## config.mk

```make
export PLATFORM = sky130hd
export DESIGN_NAME = ej32_byte_wr
export DESIGN_NICKNAME = d
export VERILOG_FILES = /design/src/rtl/ej32_pkg.sv /design/src/rtl/ej32_byte_wr.sv
export SDC_FILE = /design/constraint.sdc
export NUM_CORES = 1
export LEC_CHECK = 0
export CAP_MARGIN = 20
export CORE_MARGIN = 2
export CORE_UTILIZATION = 45
export DETAILED_ROUTE_END_ITERATION = 12
export PLACE_DENSITY = 0.75
export SKIP_CTS_REPAIR_TIMING = 1
export SLEW_MARGIN = 20
export SYNTH_ARGS = -nofsm -noshare
export SYNTH_HDL_FRONTEND = slang
export SYNTH_SLANG_ARGS = --single-unit
```

## constraint.sdc

```tcl
create_clock -name clk -period 3.8 [get_ports clk]
set_clock_uncertainty 0.1 [all_clocks]
set_input_delay 0.38 -clock clk [delete_from_list [all_inputs] [get_ports clk]]
set_output_delay 0.38 -clock clk [all_outputs]
set_load 0.01 [all_outputs]
```

## src/rtl/ej32_pkg.sv

```systemverilog
// Shared eJ32 definitions: byte-writer FSM states and store-size encodings.
// The control FSM uses the same st_n encoding.
package ej32_pkg;

    typedef enum logic [1:0] {
        wIDLE = 2'd0,
        wWR   = 2'd1,
        wDONE = 2'd2
    } wr_state_t;

    localparam logic [2:0] ST_BYTE  = 3'd1;
    localparam logic [2:0] ST_SHORT = 3'd2;
    localparam logic [2:0] ST_WORD  = 3'd4;

    function automatic logic st_n_legal(input logic [2:0] n);
        return (n == ST_BYTE) || (n == ST_SHORT) || (n == ST_WORD);
    endfunction

endpackage

```

## src/rtl/ej32_byte_wr.sv

```systemverilog
// eJ32 store serializer: writes a latched 1/2/4-byte word onto the 8-bit memory bus.
// Define EJ32_BYTE_WR_LE_EN for little-endian byte order (default is big-endian, JVM order).
module ej32_byte_wr
    import ej32_pkg::*;
#(
    parameter int DSZ = 32,
    parameter int ASZ = 17
) (
    input  logic           clk,
    input  logic           rst,
    input  logic           st_req,
    input  logic [2:0]     st_n,
    input  logic [ASZ-1:0] st_addr,
    input  logic [DSZ-1:0] st_data,
    input  logic           mem_rdy,
    output logic           mem_we,
    output logic [ASZ-1:0] mem_a,
    output logic [7:0]     mem_d,
    output logic           busy,
    output logic           done,
    output logic           err
);

    wr_state_t      state;
    logic [ASZ-1:0] base;
    logic [DSZ-1:0] data;
    logic [2:0]     cnt;
    logic [1:0]     idx;
    logic           err_q;
    logic           last;
    logic [1:0]     lane;

    function automatic logic [7:0] byte_lane(input logic [31:0] d, input logic [1:0] sel);
        logic [7:0] b;
        case (sel)
            2'd0:    b = d[7:0];
            2'd1:    b = d[15:8];
            2'd2:    b = d[23:16];
            default: b = d[31:24];
        endcase
        return b;
    endfunction

    assign last = ({1'b0, idx} == (cnt - 3'd1));

    always_comb begin
`ifdef EJ32_BYTE_WR_LE_EN
        lane = idx;
`else
        lane = 2'(cnt - 3'd1 - {1'b0, idx});
`endif
    end

    always_ff @(posedge clk or posedge rst) begin
        if (rst) begin
            state <= wIDLE;
            base  <= '0;
            data  <= '0;
            cnt   <= '0;
            idx   <= '0;
            err_q <= 1'b0;
        end else begin
            err_q <= 1'b0;
            case (state)
                wIDLE: begin
                    if (st_req) begin
                        if (st_n_legal(st_n)) begin
                            base  <= st_addr;
                            data  <= st_data;
                            cnt   <= st_n;
                            idx   <= '0;
                            state <= wWR;
                        end else begin
                            err_q <= 1'b1;
                        end
                    end
                end
                wWR: begin
                    if (mem_rdy) begin
                        if (last) state <= wDONE;
                        else      idx   <= idx + 2'd1;
                    end
                end
                wDONE:   state <= wIDLE;
                default: state <= wIDLE;
            endcase
        end
    end

    // Outputs decode straight from state so an async reset drops mem_we in the same cycle.
    always_comb begin
        mem_we = 1'b0;
        mem_a  = '0;
        mem_d  = '0;
        busy   = 1'b0;
        done   = 1'b0;
        err    = err_q;
        case (state)
            wWR: begin
                mem_we = 1'b1;
                busy   = 1'b1;
                mem_a  = base + {{(ASZ-2){1'b0}}, idx};
                mem_d  = byte_lane(data[31:0], lane);
            end
            wDONE:   done = 1'b1;
            default: ;
        endcase
    end

endmodule

```

**After elaboration in Yosys (flattened, before gate mapping)**

Index checks and enable logic that the tools add are counted.
W data, S select, Z words.

- $add $sub $neg: 4
- Equal/unequal tests: 13
- Muxes and demuxes: 18
- Reduce and logical (&&, ||, !) cells: 8

Operators by type and width:

| operator | number |
|---|---|
| $pmux W8 S3 | 1 |
| $add A17 B2 Y17 | 1 |
| $mux W17 | 1 |
| $mux W2 | 8 |
| $ne A2 B2 Y1 const B | 5 |
| $mux W8 | 1 |
| $pmux W2 S2 | 2 |
| $mux W1 | 5 |
| $reduce_and A5 Y1 | 1 |
| $eq A2 B1 Y1 const B | 2 |
| $eq A2 B2 Y1 const B | 2 |
| $logic_not A2 Y1 | 2 |
| $reduce_and A4 Y1 | 1 |
| $eq A2 B3 Y1 | 1 |
| $eq A3 B1 Y1 const B | 1 |
| $eq A3 B2 Y1 const B | 1 |
| $eq A3 B3 Y1 const B | 1 |
| $reduce_and A3 Y1 | 1 |
| $sub A3 B1 Y3 const B | 1 |
| $add A2 B1 Y2 const B | 1 |
| $logic_or A1 B1 Y1 | 2 |
| $reduce_bool A2 Y1 | 1 |
| $sub A2 B2 Y2 | 1 |

- Register bits after elaboration: 57
- Input bits: 56
- Output and inout bits: 29
- Word-level logic and storage cells: 49

**Logic depth before layout (Yosys ltp)**

Gate-level depths: netlist of the first run.

- Word-level depth: 6
- Gate-level depth with buffers: 7
- Mapped depth without buffers: 6

**Worst setup path before layout of the first run**

OpenSTA, ideal clock, no wires.

- Path kind: register -> output
- Start point: reg idx[0]
- End point: out mem_a[14]
- Arrival time: 1.802 ns
- Data required time: 3.320 ns
- Slack: 1.518 ns
- Cell stages (with the launch flop): 8
- Buffers on the path: 1
- Cell sequence: dfrtp_1 -> ha_1 -> fa_1 -> and4_1 -> clkbuf_2 -> nor4b_1 -> xnor2_1 -> nor2_1

- Cells in the longest elaborated chain, start to end: 2

RTL lines:

| what | line | text |
|---|---|---|
| from (decl) | ej32_byte_wr.sv:28 | `logic [1:0] idx;` |
| from (signal assigned) | ej32_byte_wr.sv:81 | `else idx <= idx + 2'd1;` |
| $add A17 B2 Y17 | ej32_byte_wr.sv:102 | `mem_a = base + {{(ASZ-2){1'b0}}, idx};` |
| $mux W17 | ej32_byte_wr.sv:98 | `case (state)` |
| to (decl) | ej32_byte_wr.sv:17 | `output logic [ASZ-1:0] mem_a,` |

No other way between the ends.

**Final worst setup path of the first run**

- Start point: reg cnt[0]
- End point: out mem_d[5]

- Cells in the longest elaborated chain, start to end: 5
- Elaborated cells on any way between the ends: 7
- Those cells by class: add/sub: 2; eq/ne: 2; mux: 2; reduce/logical: 1

RTL lines:

| what | line | text |
|---|---|---|
| from (decl) | ej32_byte_wr.sv:27 | `logic [2:0] cnt;` |
| from (signal assigned) | ej32_byte_wr.sv:70 | `cnt <= st_n;` |
| $sub A3 B1 Y3 * | ej32_byte_wr.sv:50 | `lane = 2'(cnt - 3'd1 - {1'b0, idx});` |
| $sub A2 B2 Y2 * | ej32_byte_wr.sv:50 |  |
| $eq A2 B2 Y1 (tied with other cells) | ej32_byte_wr.sv:35 | `case (sel)` |
| $pmux W8 S3 * | ej32_byte_wr.sv:35 |  |
| $mux W8 * | ej32_byte_wr.sv:98 |  |
| to (decl) | ej32_byte_wr.sv:18 | `output logic [7:0] mem_d,` |

Mark *: on every way between the ends. The rest lies on a longest branch, timed or not.

==> metrics.md, run 1 <==
| Metric | Value |
|---|---|
| Status | `finished, final reports clean` |
| Routed wire length | `between 6000 and 7000 um` |
| Post-DP HPWL | `4680 um` |
| Slew headroom | `a little under 50%` |
| HP Class | `primary input to asynchronous set/reset pin` |
| Yosys reg bits | `57` |
| Post-Synthesis Cells | `239` |
| Syn Nets | `300` |
| Fin. Hold Viols | `0` |
| Netlist area before placement | `3140 um2` |
| Clock sink count | `57` |
| Synth unique cells | `43` |
| Peak supply drop | `roughly 530 uV` |
| Clock Tree Root | `clkbuf_8` |
| Initial Util | `a little under half` |
| F_max | `301 MHz` |
| Worst-Margin Slew | `0.760 ns` |
| Area leader, netlist | `dfrtp_1` |
| Final setup viols | `0` |
| Seq/Total Area, Yosys | `45.4%` |
| Mapped Avg Cell Area | `13.1 um2` |
| Clk buf depth | `2` |
| Standard-cell rows | `30` |
| Max-capacitance violation count | `0` |
| Core Box Area | `6760 um2` |
| Most used DFF post-synth | `dfrtp_1` |
| Setup TNS | `0 ns` |
| Largest net degree at the start of global routing | `55` |
| Die extent in x | `87.6 um` |
| Residual DRC | `0` |
| Share of the synthesized area in the top cell type | `between 40% and 50%` |
| Leakage | `0.00194 uW` |
| Pre-CTS setup slack | `0.807 ns` |
| Vias in the first global route | `approximately 2300` |
| Die H | `87.6 um` |
| Routed vias/inst | `between 5 and 6` |
| Pwr dens | `964 nW/um2` |
| Number of diodes | `0` |
| Tmin final | `3.33 ns` |
| Final period util | `about 90%` |
| Post-synth EDFFs | `0` |
| Share of synthesized registers carrying an async set or reset | `100%` |
| Area taken by multi-input logic gates | `1600 um2` |
| Number of buffers added on ports | `84` |
| RSZ-0062 raised after global routing | `false` |
| Clock-pin slew on the worst setup and hold paths | `0.07 ns` |
| Gr usage total | `19.1%` |
| Synthesis warning total | `0` |
| Post-route antenna net violation count | `0` |
| H-Tree Depth | `3` |
| Nets | `approximately 390` |
| CP max FO | `16` |
| Share of layout cells above drive strength 1 | `approximately 23%` |
| WL/cell | `16.6 um` |
| CP Data Required Time | `3.32 ns` |
| Overflow after GRT | `0` |
| Sequential cell area | `1430 um2` |
| Via count | `2169` |
| DRT iter0 DRCs | `52` |
| Skew-Pair Late Insertion Delay | `approximately 0.33 ns` |
| Crit. End Element | `output port` |
| Top cells by area, synth | `dfrtp_1 (45%), mux2_4 (23%), mux2i_1 (5.1%), xnor2_1 (2.2%), buf_6 (2.2%)` |
| 1st-pass router iterations | `4` |
| IO Pins | `85` |
| Final worst setup slack | `about 0.47 ns` |
| First-pass GRT wire length | `11000 um` |
| Initial antenna violation count | `0` |
| Fill count | `550` |
| Crit Path Class | `flip-flop to output port` |
| Worst path arrival time | `approximately 2.9 ns` |
| Die footprint | `between 7000 and 8000 um2` |
| Pins over their slew limit | `0` |
| Area Growth Syn to Fin | `33.9%` |
| CP Launch Type | `flip-flop` |
| Cts bufs inserted | `9` |
| CTS tree | `done` |
| GP Congestion | `0.829` |
[layout make-up]
type | count | share of cell area (%)
Clock inverter | 5 | 0.714
Clock buffer | 11 | 3.60
Timing Repair Buffer | 87 | 20.8
Tap cell | 80 | 2.38
Inverter | 7 | 0.625
Multi-Input combinational cell | 164 | 38.0
Sequential cell | 57 | 33.9
[Yosys cell counts, drive strengths merged, types with 2 or more instances]
master	count
and4	2
nor2b	2
buf	9
nand4	3
o22ai	9
and3	2
xnor2	9
mux2	52
nor3	3
nor4b	2
nand2	8
inv	6
o21a	2
and2	2
o21ai	3
xor2	6
dfrtp	57
nor2	16
a21oi	5
nor4	2
nand3	5
clkbuf	2
nand2b	2
mux2i	16
ha	4
[worst paths after layout]
| check | start | endpoint | slack, ns | cells after the start |
|---|---|---|---|---|
| setup / recovery | cnt[0] | mem_d[5] | 0.47 | 7 |
| hold / removal | rst | base[12] | 0.40 | 2 |
| setup reg to reg | cnt[0] | idx[1] | 2.00 | 6 |
| hold reg to reg | state[1] | state[0] | 0.40 | 1 |
| max in group asynchronous | rst | data[3] | 2.43 | 3 |
| min in group clk | state[1] | state[0] | 0.40 | 1 |
[power by group]
group,switching [uW],total (uW),internal (uW)
combinational,991,2380,1390
sequential,258,1170,907
clock,242,510,268
[kinds of logic (layout without fill, tap and decap cells)]
| kind of cell | Yosys count | in the layout | share of synthesized area (%) |
|---|---|---|---|
| AO/OA/AOI/OAI | 26 | 26 | 6.05 |
| XOR/XNOR | 15 | 15 | 5.02 |
| adder cells (fa/ha/maj) | 5 | 5 | 2.23 |
| buffers and inverters | 18 | 110 | 3.78 |
| flip-flops | 57 | 57 | 45.4 |
| multiplexers | 68 | 68 | 29.5 |
| AND/OR/NAND/NOR | 50 | 50 | 8.04 |
[per-stage QoR]
| stage | instance area, um2 | hold WS, ns | total power, uW | util [%] | cells |
|---|---|---|---|---|---|
| after global routing | 4210 | 0.428 | 4320 | 62.3 | 411 |
| final | 4210 | 0.400 | 4060 | 62.3 | 411 |
| after floorplan | 3140 | 0.352 | 2710 | - | 239 |
| after detailed placement | 4030 | 0.392 | 3550 | 59.6 | 395 |
| after CTS | 4210 | 0.404 | 4090 | 62.3 | 411 |
| after global placement | 4030 | 0.388 | 3510 | 59.6 | 395 |
[sequential cells by signal, summed over array words and instances, names as in the netlist]
signal,cells
idx,2
data,32
base,17
cnt,3
err,1
state,2
[placed cells by master (no fill, tap or decap), drive strengths merged, types with 4 or more instances in the layout]
cell type / instances
clkdlybuf4s50: 84
dfrtp: 57
mux2: 52
nor2: 16
mux2i: 16
clkbuf: 11
o22ai: 9
xnor2: 9
nand2: 8
xor2: 6
inv: 6
a21oi: 5
nand3: 5
ha: 4
clkinv: 4
[critical path, cell delays in order (launching register included)]
cell	delay, ns
dfrtp_1	0.38
inv_1	0.06
ha_1	0.32
xor2_2	0.20
xnor2_4	0.60
mux2i_1	0.17
o22ai_1	0.21
clkdlybuf4s50_1	0.57
[routing by layer]
metal	routed length (um)	share of wire (%)	GRT usage (%)	up-vias
li1	-	-	-	1034
met1	3260	48	26.2	1056
met2	3000	44	28.7	71
met3	441	6.5	6.03	8
met4	99	1.5	6.71	0
met5	0	0	0	-
Note: power is estimated with default switching activity, not from simulation.
==> inputs of run 2 (changes only) <==
--- a/config.mk
+++ b/config.mk
@@ -5,6 +5,7 @@
 export SDC_FILE = /design/constraint.sdc
 export NUM_CORES = 1
 export LEC_CHECK = 0
+export ABC_CLOCK_PERIOD_IN_PS = 3800
 export CAP_MARGIN = 20
 export CORE_MARGIN = 2
 export CORE_UTILIZATION = 45
==> results of run 2 <==
No change in the layout: final DEF, timing and power equal those of run 1.
==> inputs of run 3 (changes only) <==
--- a/config.mk
+++ b/config.mk
@@ -10,6 +10,7 @@
 export CORE_MARGIN = 2
 export CORE_UTILIZATION = 45
 export DETAILED_ROUTE_END_ITERATION = 12
+export MAX_ROUTING_LAYER = met4
 export PLACE_DENSITY = 0.75
 export SKIP_CTS_REPAIR_TIMING = 1
 export SLEW_MARGIN = 20
==> metrics.md, run 3 (synthesis gave the netlist of run 1 again) <==
| Metric | Value |
|---|---|
| Clk buf depth | `2` |
| Final period util | `87.6%` |
| Leakage | `between 0.0015 and 0.002 uW` |
| Commonest non-fill, non-tap cell in the layout | `clkdlybuf4s50_1` |
| Fin. Hold Viols | `0` |
| Worst path arrival time | `2.85 ns` |
| Nets | `387` |
| Crit Path Class | `flip-flop to output port` |
| H-Tree Depth | `3` |
| Share of layout cells above drive strength 1 | `23.0%` |
| Setup TNS | `0 ns` |
| F_max | `301 MHz` |
| Routed vias/inst | `approximately 5.3` |
| Post-Route Utilization | `62.3%` |
| Gr usage total | `about a fifth` |
| Reg2reg path depth | `6` |
| Post-route antenna net violation count | `0` |
| Skew-Pair Late Insertion Delay | `approximately 0.33 ns` |
| CP Data Required Time | `3.32 ns` |
| Vias in the first global route | `approximately 2300` |
| DRT iter0 DRCs | `63` |
| Fill count | `550` |
| Clock-pin slew on the worst setup and hold paths | `0.07 ns` |
| R2R Setup Slk | `2.00 ns` |
| Largest Register | `data` |
| Number of buffers added on ports | `84` |
| Max-capacitance violation count | `0` |
| Pins over their slew limit | `0` |
| Routed wire length | `6820 um` |
| Worst-Margin Slew | `0.759 ns` |
| Initial Util | `46.5%` |
| Placed cell area | `between 4000 and 5000 um2` |
| Capturing point of the worst reg2reg path | `idx[1]` |
| Clock sink count | `57` |
| CTS tree | `done` |
| Max reg flops | `32` |
| Status | `finished, final reports clean` |
| Die footprint | `7670 um2` |
| Crit. End Element | `output port` |
| Final setup viols | `0` |
| Top flop regs | `data x32, base x17, cnt x3` |
| Cts bufs inserted | `9` |
| Initial antenna violation count | `0` |
| Non-filler cells, final | `between 400 and 500` |
| Slew headroom | `between 40% and 50%` |
| Post-DP HPWL | `4680 um` |
| Worst Setup SP | `cnt[0]` |
| HP Class | `primary input to asynchronous set/reset pin` |
| Number of diodes | `0` |
| WL/cell | `16.6 um` |
| Placed cells | `roughly 400` |
| Via count | `roughly 2200` |
| First-pass GRT wire length | `~11000 um` |
| Overflow after GRT | `0` |
| IO Pins | `85` |
| Clock Tree Root | `clkbuf_8` |
| Standard-cell rows | `30` |
| Die extent in x | `between 80 and 90 um` |
| CP Launch Type | `flip-flop` |
| Area Growth Syn to Fin | `33.9%` |
| GP Congestion | `0.842` |
| Residual DRC | `0` |
| Slowest cell on crit path | `xnor2_4` |
| Die H | `about 88 um` |
| RR Startpoint | `cnt[0]` |
| Core Box Area | `6760 um2` |
| Largest net degree at the start of global routing | `55` |
| RSZ-0062 raised after global routing | `false` |
| Design area | `4210 um2` |
| CP max stage delay | `around 0.60 ns` |
| Total power draw | `4060 uW` |
| Worst-path cell chain | `inv_1 > ha_1 > xor2_2 > xnor2_4 > mux2i_1 > o22ai_1 > clkdlybuf4s50_1` |
| Tmin final | `3.33 ns` |
| CP max FO | `16` |
| Peak supply drop | `529 uV` |
| Pwr dens | `964 nW/um2` |
| Most frequent cells in the layout | `clkdlybuf4s50_1 (84), dfrtp_1 (57), mux2_4 (48), nor2_1 (16), mux2i_1 (16)` |
| 1st-pass router iterations | `4` |
## run 3: per-layer routing
layer	up-vias	track usage, %	share of wire [%]
li1	1035	-	-
met1	1070	26.5	48
met2	78	28.7	45
met3	9	5.56	5.8
met4	0	6.71	1.5
met5	-	-	0
## run 3: worst max-delay path, delay by kind of cell (launching register included)
family	cells	cell delay (ns)
fa+ha+maj	1	0.32
xor+xnor	2	0.80
flops	1	0.38
buf+inv	2	0.63
compound gates	1	0.21
mux	1	0.17
## run 3: how the worst max path moves through the flow
stage	endpoint	slack, ns
after floorplan	mem_a[14]	1.52
after global placement	mem_d[0]	0.87
after detailed placement	mem_d[0]	0.81
after CTS	mem_d[0]	0.43
after global routing	mem_d[0]	0.31
final	mem_d[5]	0.47
## run 3: area by class of cell
class                      instances  area (um2)  area share [%]
timing repair buffer              87         876            20.8
clock inverter                     5        30.0           0.714
multi-input combinational        164        1600            38.0
tap                               80         100            2.38
sequential                        57        1430            33.9
inverter                           7        26.3           0.625
clock buffer                      11         151            3.60
## run 3: power breakdown
group | total [uW] | switching, uW | internal (uW)
registers | 1170 | 258 | 907
clock network | 511 | 243 | 268
logic | 2380 | 991 | 1390
total | 4060 | 1490 | 2570
## run 3: per-stage QoR
step                hold slack [ns]  worst slack [ns]
detailed placement            0.392             0.807
CTS                           0.404             0.426
floorplan                     0.352              1.52
global placement              0.388             0.873
global route                  0.428             0.307
finish                        0.397             0.473
